File: src/rtl/add_round_key_stream.sv
// Streaming AES AddRoundKey stage: local round-key file, one XOR per accepted block,
// and a 2-entry output FIFO so downstream back-pressure never loses a block.
`timescale 1ns/1ps
module add_round_key_stream #(
    parameter int DATA_W = 128,
    parameter int NKEYS  = 15,
    parameter int IDX_W  = 4,
    parameter int CNT_W  = 16
) (
    input  logic              clk,
    input  logic              rst,
    input  logic              key_wr_en,
    input  logic [IDX_W-1:0]  key_wr_addr,
    input  logic [DATA_W-1:0] key_wr_data,
    input  logic              in_valid,
    output logic              in_ready,
    input  logic [DATA_W-1:0] in_state,
    input  logic [IDX_W-1:0]  in_round,
    output logic              out_valid,
    input  logic              out_ready,
    output logic [DATA_W-1:0] out_state,
    output logic              out_err,
    output logic [CNT_W-1:0]  blk_cnt
);

    localparam int NBYTES = DATA_W / 8;

    typedef enum logic [1:0] {
        BUF_EMPTY = 2'd0,
        BUF_ONE   = 2'd1,
        BUF_FULL  = 2'd2
    } buf_state_e;

    function automatic logic [DATA_W-1:0] xor_bytes(input logic [DATA_W-1:0] a,
                                                    input logic [DATA_W-1:0] b);
        logic [DATA_W-1:0] r;
        r = '0;
        for (int i = 0; i < NBYTES; i++) begin
            r[i*8 +: 8] = a[i*8 +: 8] ^ b[i*8 +: 8];
        end
        return r;
    endfunction

    logic [DATA_W-1:0] keys_q [NKEYS];
    logic [DATA_W-1:0] keys_d [NKEYS];

    buf_state_e        state_q, state_d;
    logic [DATA_W-1:0] head_q, head_d, tail_q, tail_d;
    logic              head_err_q, head_err_d, tail_err_q, tail_err_d;
    logic              in_ready_q, in_ready_d;
    logic              out_valid_q, out_valid_d;
    logic [CNT_W-1:0]  blk_cnt_q, blk_cnt_d;

    logic              push_s, pop_s;
    logic              wr_ok_s, round_ok_s;
    logic [DATA_W-1:0] key_sel_s, result_s;

    assign push_s  = in_valid & in_ready_q;
    assign pop_s   = out_valid_q & out_ready;
    assign wr_ok_s = ({{(32-IDX_W){1'b0}}, key_wr_addr} < 32'(NKEYS));

    // Key file update; reads below use keys_q, so a same-cycle write is seen only by later blocks.
    always_comb begin
        keys_d = keys_q;
        if (key_wr_en && wr_ok_s) begin
            keys_d[key_wr_addr] = key_wr_data;
        end else begin
            keys_d = keys_q;
        end
    end

    // Key selection and XOR; an out-of-range round passes the state through unchanged.
    always_comb begin
        round_ok_s = ({{(32-IDX_W){1'b0}}, in_round} < 32'(NKEYS));
        if (round_ok_s) begin
            key_sel_s = keys_q[in_round];
        end else begin
            key_sel_s = '0;
        end
        result_s = xor_bytes(in_state, key_sel_s);
    end

    // Buffer occupancy next-state.
    always_comb begin
        state_d = state_q;
        case (state_q)
            BUF_EMPTY: begin
                if (push_s) state_d = BUF_ONE;
                else        state_d = BUF_EMPTY;
            end
            BUF_ONE: begin
                if (push_s && !pop_s)      state_d = BUF_FULL;
                else if (!push_s && pop_s) state_d = BUF_EMPTY;
                else                       state_d = BUF_ONE;
            end
            BUF_FULL: begin
                if (pop_s) state_d = BUF_ONE;
                else       state_d = BUF_FULL;
            end
            default: state_d = BUF_EMPTY;
        endcase
    end

    // Buffer entry movement, handshake flags and emitted-block counter.
    always_comb begin
        head_d     = head_q;
        head_err_d = head_err_q;
        tail_d     = tail_q;
        tail_err_d = tail_err_q;
        case (state_q)
            BUF_EMPTY: begin
                if (push_s) begin
                    head_d     = result_s;
                    head_err_d = ~round_ok_s;
                end else begin
                    head_d     = head_q;
                end
            end
            BUF_ONE: begin
                if (push_s && pop_s) begin
                    head_d     = result_s;
                    head_err_d = ~round_ok_s;
                end else if (push_s) begin
                    tail_d     = result_s;
                    tail_err_d = ~round_ok_s;
                end else begin
                    head_d     = head_q;
                end
            end
            BUF_FULL: begin
                if (pop_s) begin
                    head_d     = tail_q;
                    head_err_d = tail_err_q;
                end else begin
                    head_d     = head_q;
                end
            end
            default: begin
                head_d     = head_q;
                head_err_d = head_err_q;
            end
        endcase
        in_ready_d  = (state_d != BUF_FULL);
        out_valid_d = (state_d != BUF_EMPTY);
        if (pop_s) begin
            blk_cnt_d = blk_cnt_q + {{(CNT_W-1){1'b0}}, 1'b1};
        end else begin
            blk_cnt_d = blk_cnt_q;
        end
    end

    // State registers; reset clears keys, buffer and counter.
    always_ff @(posedge clk or negedge rst) begin
        if (!rst) begin
            for (int k = 0; k < NKEYS; k++) begin
                keys_q[k] <= '0;
            end
            state_q     <= BUF_EMPTY;
            head_q      <= '0;
            head_err_q  <= 1'b0;
            tail_q      <= '0;
            tail_err_q  <= 1'b0;
            in_ready_q  <= 1'b0;
            out_valid_q <= 1'b0;
            blk_cnt_q   <= '0;
        end else begin
            keys_q      <= keys_d;
            state_q     <= state_d;
            head_q      <= head_d;
            head_err_q  <= head_err_d;
            tail_q      <= tail_d;
            tail_err_q  <= tail_err_d;
            in_ready_q  <= in_ready_d;
            out_valid_q <= out_valid_d;
            blk_cnt_q   <= blk_cnt_d;
        end
    end

    assign in_ready  = in_ready_q;
    assign out_valid = out_valid_q;
    assign out_state = head_q;
    assign out_err   = head_err_q;
    assign blk_cnt   = blk_cnt_q;

endmodule

File: config.mk
export PLATFORM = sky130hd
export DESIGN_NAME = add_round_key_stream
export DESIGN_NICKNAME = d
export VERILOG_FILES = /design/src/rtl/add_round_key_stream.sv
export SDC_FILE = /design/constraint.sdc
export NUM_CORES = 2
export LEC_CHECK = 0
export CORE_MARGIN = 10
export CORE_UTILIZATION = 40
export CTS_CLUSTER_SIZE = 8
export DETAILED_ROUTE_END_ITERATION = 8
export MAX_ROUTING_LAYER = met4
export PLACE_DENSITY_LB_ADDON = 0.1
export SLEW_MARGIN = 20
export SYNTH_ARGS = -nofsm -noshare
export SYNTH_HDL_FRONTEND = slang
export SYNTH_SLANG_ARGS = --single-unit
File: constraint.sdc
create_clock -name clk -period 3.1 [get_ports clk]
set_input_delay 0.62 -clock clk [delete_from_list [all_inputs] [get_ports clk]]
set_output_delay 0.62 -clock clk [all_outputs]
set_load 0.01 [all_outputs]
# Yosys cells after proc, flatten, opt, wreduce, memory -nomap -nowiden
# Index checks and enable logic that the tools add are counted.
# W data, S select, Z words.
dict set report op_classes {
  n_mux 20
  magnitude_cmp 5
  n_eq_ne 6
  n_bitwise 22
  n_reduce_logical 12
  n_addsub 1
}
# cell count
set op_table {}
lappend op_table {{$bwmux W1920} 1}
lappend op_table {{$mux W128} 7}
lappend op_table {{$bmux W128 S4} 1}
lappend op_table {{$demux W128 S4} 1}
lappend op_table {{$pmux W128 S3} 1}
lappend op_table {{$xor A8 B8 Y8} 16}
lappend op_table {{$add A16 B1 Y16 const B} 1}
lappend op_table {{$ge A5 B5 Y1 const B} 2}
lappend op_table {{$not A4 Y5} 2}
lappend op_table {{$lt A4 B4 Y1 const B} 2}
lappend op_table {{$ne A2 B2 Y1 const B} 4}
lappend op_table {{$pmux W2 S3} 1}
lappend op_table {{$logic_and A1 B1 Y1} 5}
lappend op_table {{$lt A5 B1 Y1 const B} 1}
lappend op_table {{$mux W1} 5}
lappend op_table {{$mux W2} 2}
lappend op_table {{$reduce_and A4 Y1} 1}
lappend op_table {{$pmux W1 S3} 1}
lappend op_table {{$reduce_and A3 Y1} 1}
lappend op_table {{$reduce_bool A3 Y1} 1}
lappend op_table {{$and A1 B1 Y1} 2}
lappend op_table {{$eq A2 B1 Y1 const B} 1}
lappend op_table {{$eq A2 B2 Y1 const B} 1}
lappend op_table {{$logic_not A1 Y1} 2}
lappend op_table {{other kinds (3)} 4}
dict set report word_totals {
  register_bits 2198
  wordCells 89
  in_bits 269
}

# Depth between registers and ports, before layout
dict set report depth {
  depth_word 8
  depth_mapped 10
  ltp_nobuf 6
}

# Worst setup path after synthesis
# No wires, ideal clock.
dict set report synth_path {
  kind {input to register}
  startpoint {in in_round[2]}
  endpoint {reg head_q[86] (netlist: out_state[86])}
  t_arrival_ns 2.306
  slack_ns 0.669
  path_stages 9
  required_time_ns 2.974
  setup_time_ns 0.126
  cell_sequence {buf_4 buf_2 buf_1 mux4_2 mux2i_1 nor2_1 a31oi_1 xnor2_1 a221o_1}
}
dict set report synth_via {
  elab_chain_len 8
}
# element line_no
set synth_lines {}
lappend synth_lines {{start, declared} 18} ;# input logic [IDX_W-1:0] in_round,
lappend synth_lines {{$not A4 Y5 (not written as such)} 76} ;# key_sel_s = keys_q[in_round];
lappend synth_lines {{$bmux W128 S4} 76}
lappend synth_lines {{$mux W128 (not written as such) (2 in a row)} 76}
lappend synth_lines {{$mux W128 *} 75} ;# if (round_ok_s) begin
lappend synth_lines {{$xor A8 B8 Y8 *} 39} ;# r[i*8 +: 8] = a[i*8 +: 8] ^ b[i*8 +: 8];
lappend synth_lines {{$mux W128 (on tied branches)} {120, 112}}
lappend synth_lines {{$pmux W128 S3 *} 110} ;# case (state_q)
lappend synth_lines {{end signal, assigned} 159} ;# head_q <= '0;
lappend synth_lines {{end signal, assigned} 169} ;# head_q <= head_d;
lappend synth_lines {{end, declared} 48} ;# logic [DATA_W-1:0] head_q, head_d, tail_q, tail_d;
# Every way passes the cells marked *; elsewhere a longest branch is shown, timed or not. The select of a mux whose other input is x is not followed.
# A chain may end at the register's enable or synchronous reset.

# Final worst setup path
dict set report layout_path {
  startpoint {reg head_q[47] (netlist: out_state[47])}
  endpoint {out out_state[47]}
}
# element line_no
set layout_rtl {}
lappend layout_rtl {{end, declared} 21} ;# output logic [DATA_W-1:0] out_state,
# No word-level cell between the ends.

==> flow_metrics.py <==
metrics = {
    "outcome": {
        "outcome": "complete, no violations",
    },
    "worst_setup_path": {
        "critPathMaxStageDelay_ps": 630,
        "reg2reg_from": "state_q[0]",
        "path_cells": "clkdlybuf4s50_1",
        "path_delay_family": "buffers and inverters",
        "rrSetupSlack_ps": 810,
        "crit_required_ps": 2480,
        "cp_max_fo": 2,
        "crit_path_top_delay_cell": "clkdlybuf4s50_1",
        "reg2reg_to": "out_state[57]",
        "crit_buf_inv": 1,
        "r2r_cells": 7,
        "cp.arrival_ps": 2050,
        "crit_path_start": "out_state[47]",
        "endpoint_kind": "output port",
        "critical_path_class": "reg2out",
        "critPathLaunchType": "register",
    },
    "grt": {
        "grt_use_total": 0.218,
        "grtUsageMet1": 0.290,
        "grt_pass1_wl_mm": 437,
        "first_global_vias": 64100,
        "antenna_found_initial": 34,
        "top_usage_layer": "met2",
        "grt_use_met3": 0.0353,
        "grt_start_max_net_pins": 132,
        "grt_use_met2": 0.343,
        "grt.overflow.total": 0,
    },
    "logic_synthesis": {
        "ys_warn_count": 0,
        "async_flop_share": 1.00,
        "ys.flop_type": "dfrtp_1",
        "syn_nets": 7030,
        "netlist.area_leader.share": 0.553,
        "synth_area_leaders": "dfrtp_1 55%, mux2_2 23%, mux4_2 5.8%",
        "yosysUniqueCellTypes": 37,
        "syn_area_um2": 99500,
        "postSynthCellCount": 6760,
        "yosysTopAreaCell": "dfrtp_1",
        "avgSynthCellArea_um2": 14.7,
        "ys_ff_latch": 2198,
        "seq_area_frac_synth": 0.553,
        "synth-edff-count": 0,
    },
    "route": {
        "ant_nets": 0,
        "drt-total-wl_mm": 288,
        "wl_per_cell_um": 27.1,
        "via_count": 59500,
        "firstDrtPassIters": 5,
        "drc_errors": 0,
        "first_iter_violations": 3555,
        "viasPerCell": 5.60,
    },
    "power_and_ir_drop": {
        "leakagePower_nw": 51.4,
        "vdd_ir_drop_max_v": 0.000529,
        "power_mw": 91.6,
        "power_density_nw_per_um2": 770,
    },
    "sta": {
        "slew_viol_final": 0,
        "rsz0062_at_grt": "no",
        "setup_viol": 0,
        "finalCritPeriodShare": 0.860,
        "worst-slew-pin-transition_ps": 942,
        "max_freq_mhz": 375,
        "finalHoldViolations": 0,
        "relSlewSlack": 0.372,
        "finClkSkew_ps": 35.0,
        "finalCriticalPeriod_ps": 2670,
    },
    "layout": {
        "nets": 7537,
        "stdcell_count": 10600,
        "area_growth_syn_to_layout_pct": 19.7,
        "drive_above_1_share": 0.429,
    },
    "clock_tree": {
        "clk_pin_slew_ps": 50,
        "cts_made_buffers": 325,
        "clock_latency_ps": 930,
        "postCtsSetupBuffers": 0,
        "clk_path_buf_depth": 4,
        "cts_tree": "done",
        "tritoncts_num_sinks": 2198,
        "h-tree-depth": 5,
        "cts-root-buf": "clkbuf_16",
    },
    "floorplanning": {
        "coreArea_um2": 248000,
        "io_pins": 416,
        "die-area_um2": 269000,
        "initial_core_util": 0.401,
        "rows": 183,
        "die_w_um": 519,
        "die_h_um": 519,
    },
    "min_path": {
        "hp-class": "in2async",
    },
    "place": {
        "gp_congestion": 0.750,
        "dp_hpwl_mm": 182,
        "portBuffers": 415,
        "dpl.cell_count": 10300,
    },
    "job": {
        "maxCapViolations": 0,
    },
}
==> cells by family after synthesis <==
kind of cell               count (synthesis)  share of synthesized area
DFF                                     2198                      0.553
muxes                                   2816                      0.341
xor gates and xnor gates                 143                     0.0126
buffers and inverters                    627                     0.0271
adders and majority gates                  1                   0.000126
and+or+nand+nor                          452                     0.0211
AOI/OAI and AO/OA                        523                     0.0448
==> cell usage after synthesis (3+ instances only) <==
cell      number
a21oi_1        4
buf_2         66
or3_1          3
and3_1       132
mux2i_1      512
o211ai_1     128
o22ai_1        3
nor2_1       146
nand3_1        7
o21ai_0        3
a221o_1      127
buf_6         30
nand3b_1       4
clkbuf_1     478
buf_1         44
mux4_2       256
dfrtp_1     2198
nand2b_1       3
nand4_1        4
buf_4          8
a31oi_1       64
xor2_1         4
mux2_2      2048
nand2_1      146
nor2b_1        3
a31oi_2       63
xnor2_1      139
a22oi_1      128
==> metal layers <==
| metal | up-vias | part of all wire |
|---|---|---|
| met3 | 504 | 0.042 |
| met5 | - | 0 |
| met1 | 32000 | 0.45 |
| met2 | 1125 | 0.47 |
| li1 | 25900 | - |
| met4 | 0 | 0.031 |
==> sequential cells by signal, indices dropped and copies added (netlist names) <==
register	flops
state_q	2
blk_cnt	16
out_valid	1
tail_err_q	1
out_err	1
tail_q	128
out_state	128
keys_q	1920
in_ready	1
==> power by group <==
group          internal, mW  switching (mW)
Clock                  18.7            12.1
Combinational          11.7            8.93
Sequential             36.3            3.89
Total                  66.7            24.9
==> cell type report <==
type,count,area [um2]
diodes,31,77.6
clock buffers,335,8290
clock inverters,6,96.3
fillers,21400,129000
inverters,1,3.75
multi-input cells,3935,41900
flip-flops and latches,2198,55000
well taps,3330,4170
repair buffers,806,9470
==> stage by stage <==
stage                util  setup slack, ps  TNS (ps)  area (um2)  hold slack (ps)
floorplan               -              669         0       99500              324
global placement    0.446             -153      -760      111000              466
detailed placement  0.446             -152      -722      111000              467
CTS                 0.480              265         0      119000              303
global route        0.480              314         0      119000              330
finish              0.480              434         0      119000              355
==> timing repair <==
action,4_1_cts,5_1_grt
endpoints found under the hold margin,46,0
gates resized for setup,0,0
hold buffers,1,0
==> cells in the final DEF (no fill, tap or decap), drive strengths merged, types with 3 or more instances in the layout <==
master,Yosys,routed
nand2b,3,3
nand4,4,4
a22oi,128,128
o22ai,3,3
clkinv,0,3
inv,1,3
dfrtp,2198,2198
a221o,127,127
mux2i,512,512
nor2,146,146
nor2b,3,3
a21oi,4,4
clkdlybuf4s50,0,410
or3,3,3
xnor2,139,139
o21ai,3,3
o211ai,128,128
mux4,256,256
nand3b,4,4
mux2,2048,2048
diode,0,31
nand3,7,7
a31oi,127,127
buf,148,395
nand2,146,146
and3,132,132
clkbuf,478,335
xor2,4,4
==> worst max-delay path by stage <==
stage | cells after the start | end | slack (ps)
after global placement | 9 | out_state[82] | -150
after CTS | 1 | out_state[34] | 270
final | 1 | out_state[47] | 430
after detailed placement | 9 | out_state[82] | -150
after floorplan | 9 | out_state[86] | 670
after global routing | 1 | out_state[34] | 310
No activity file was read; power rests on OpenSTA's default activity.
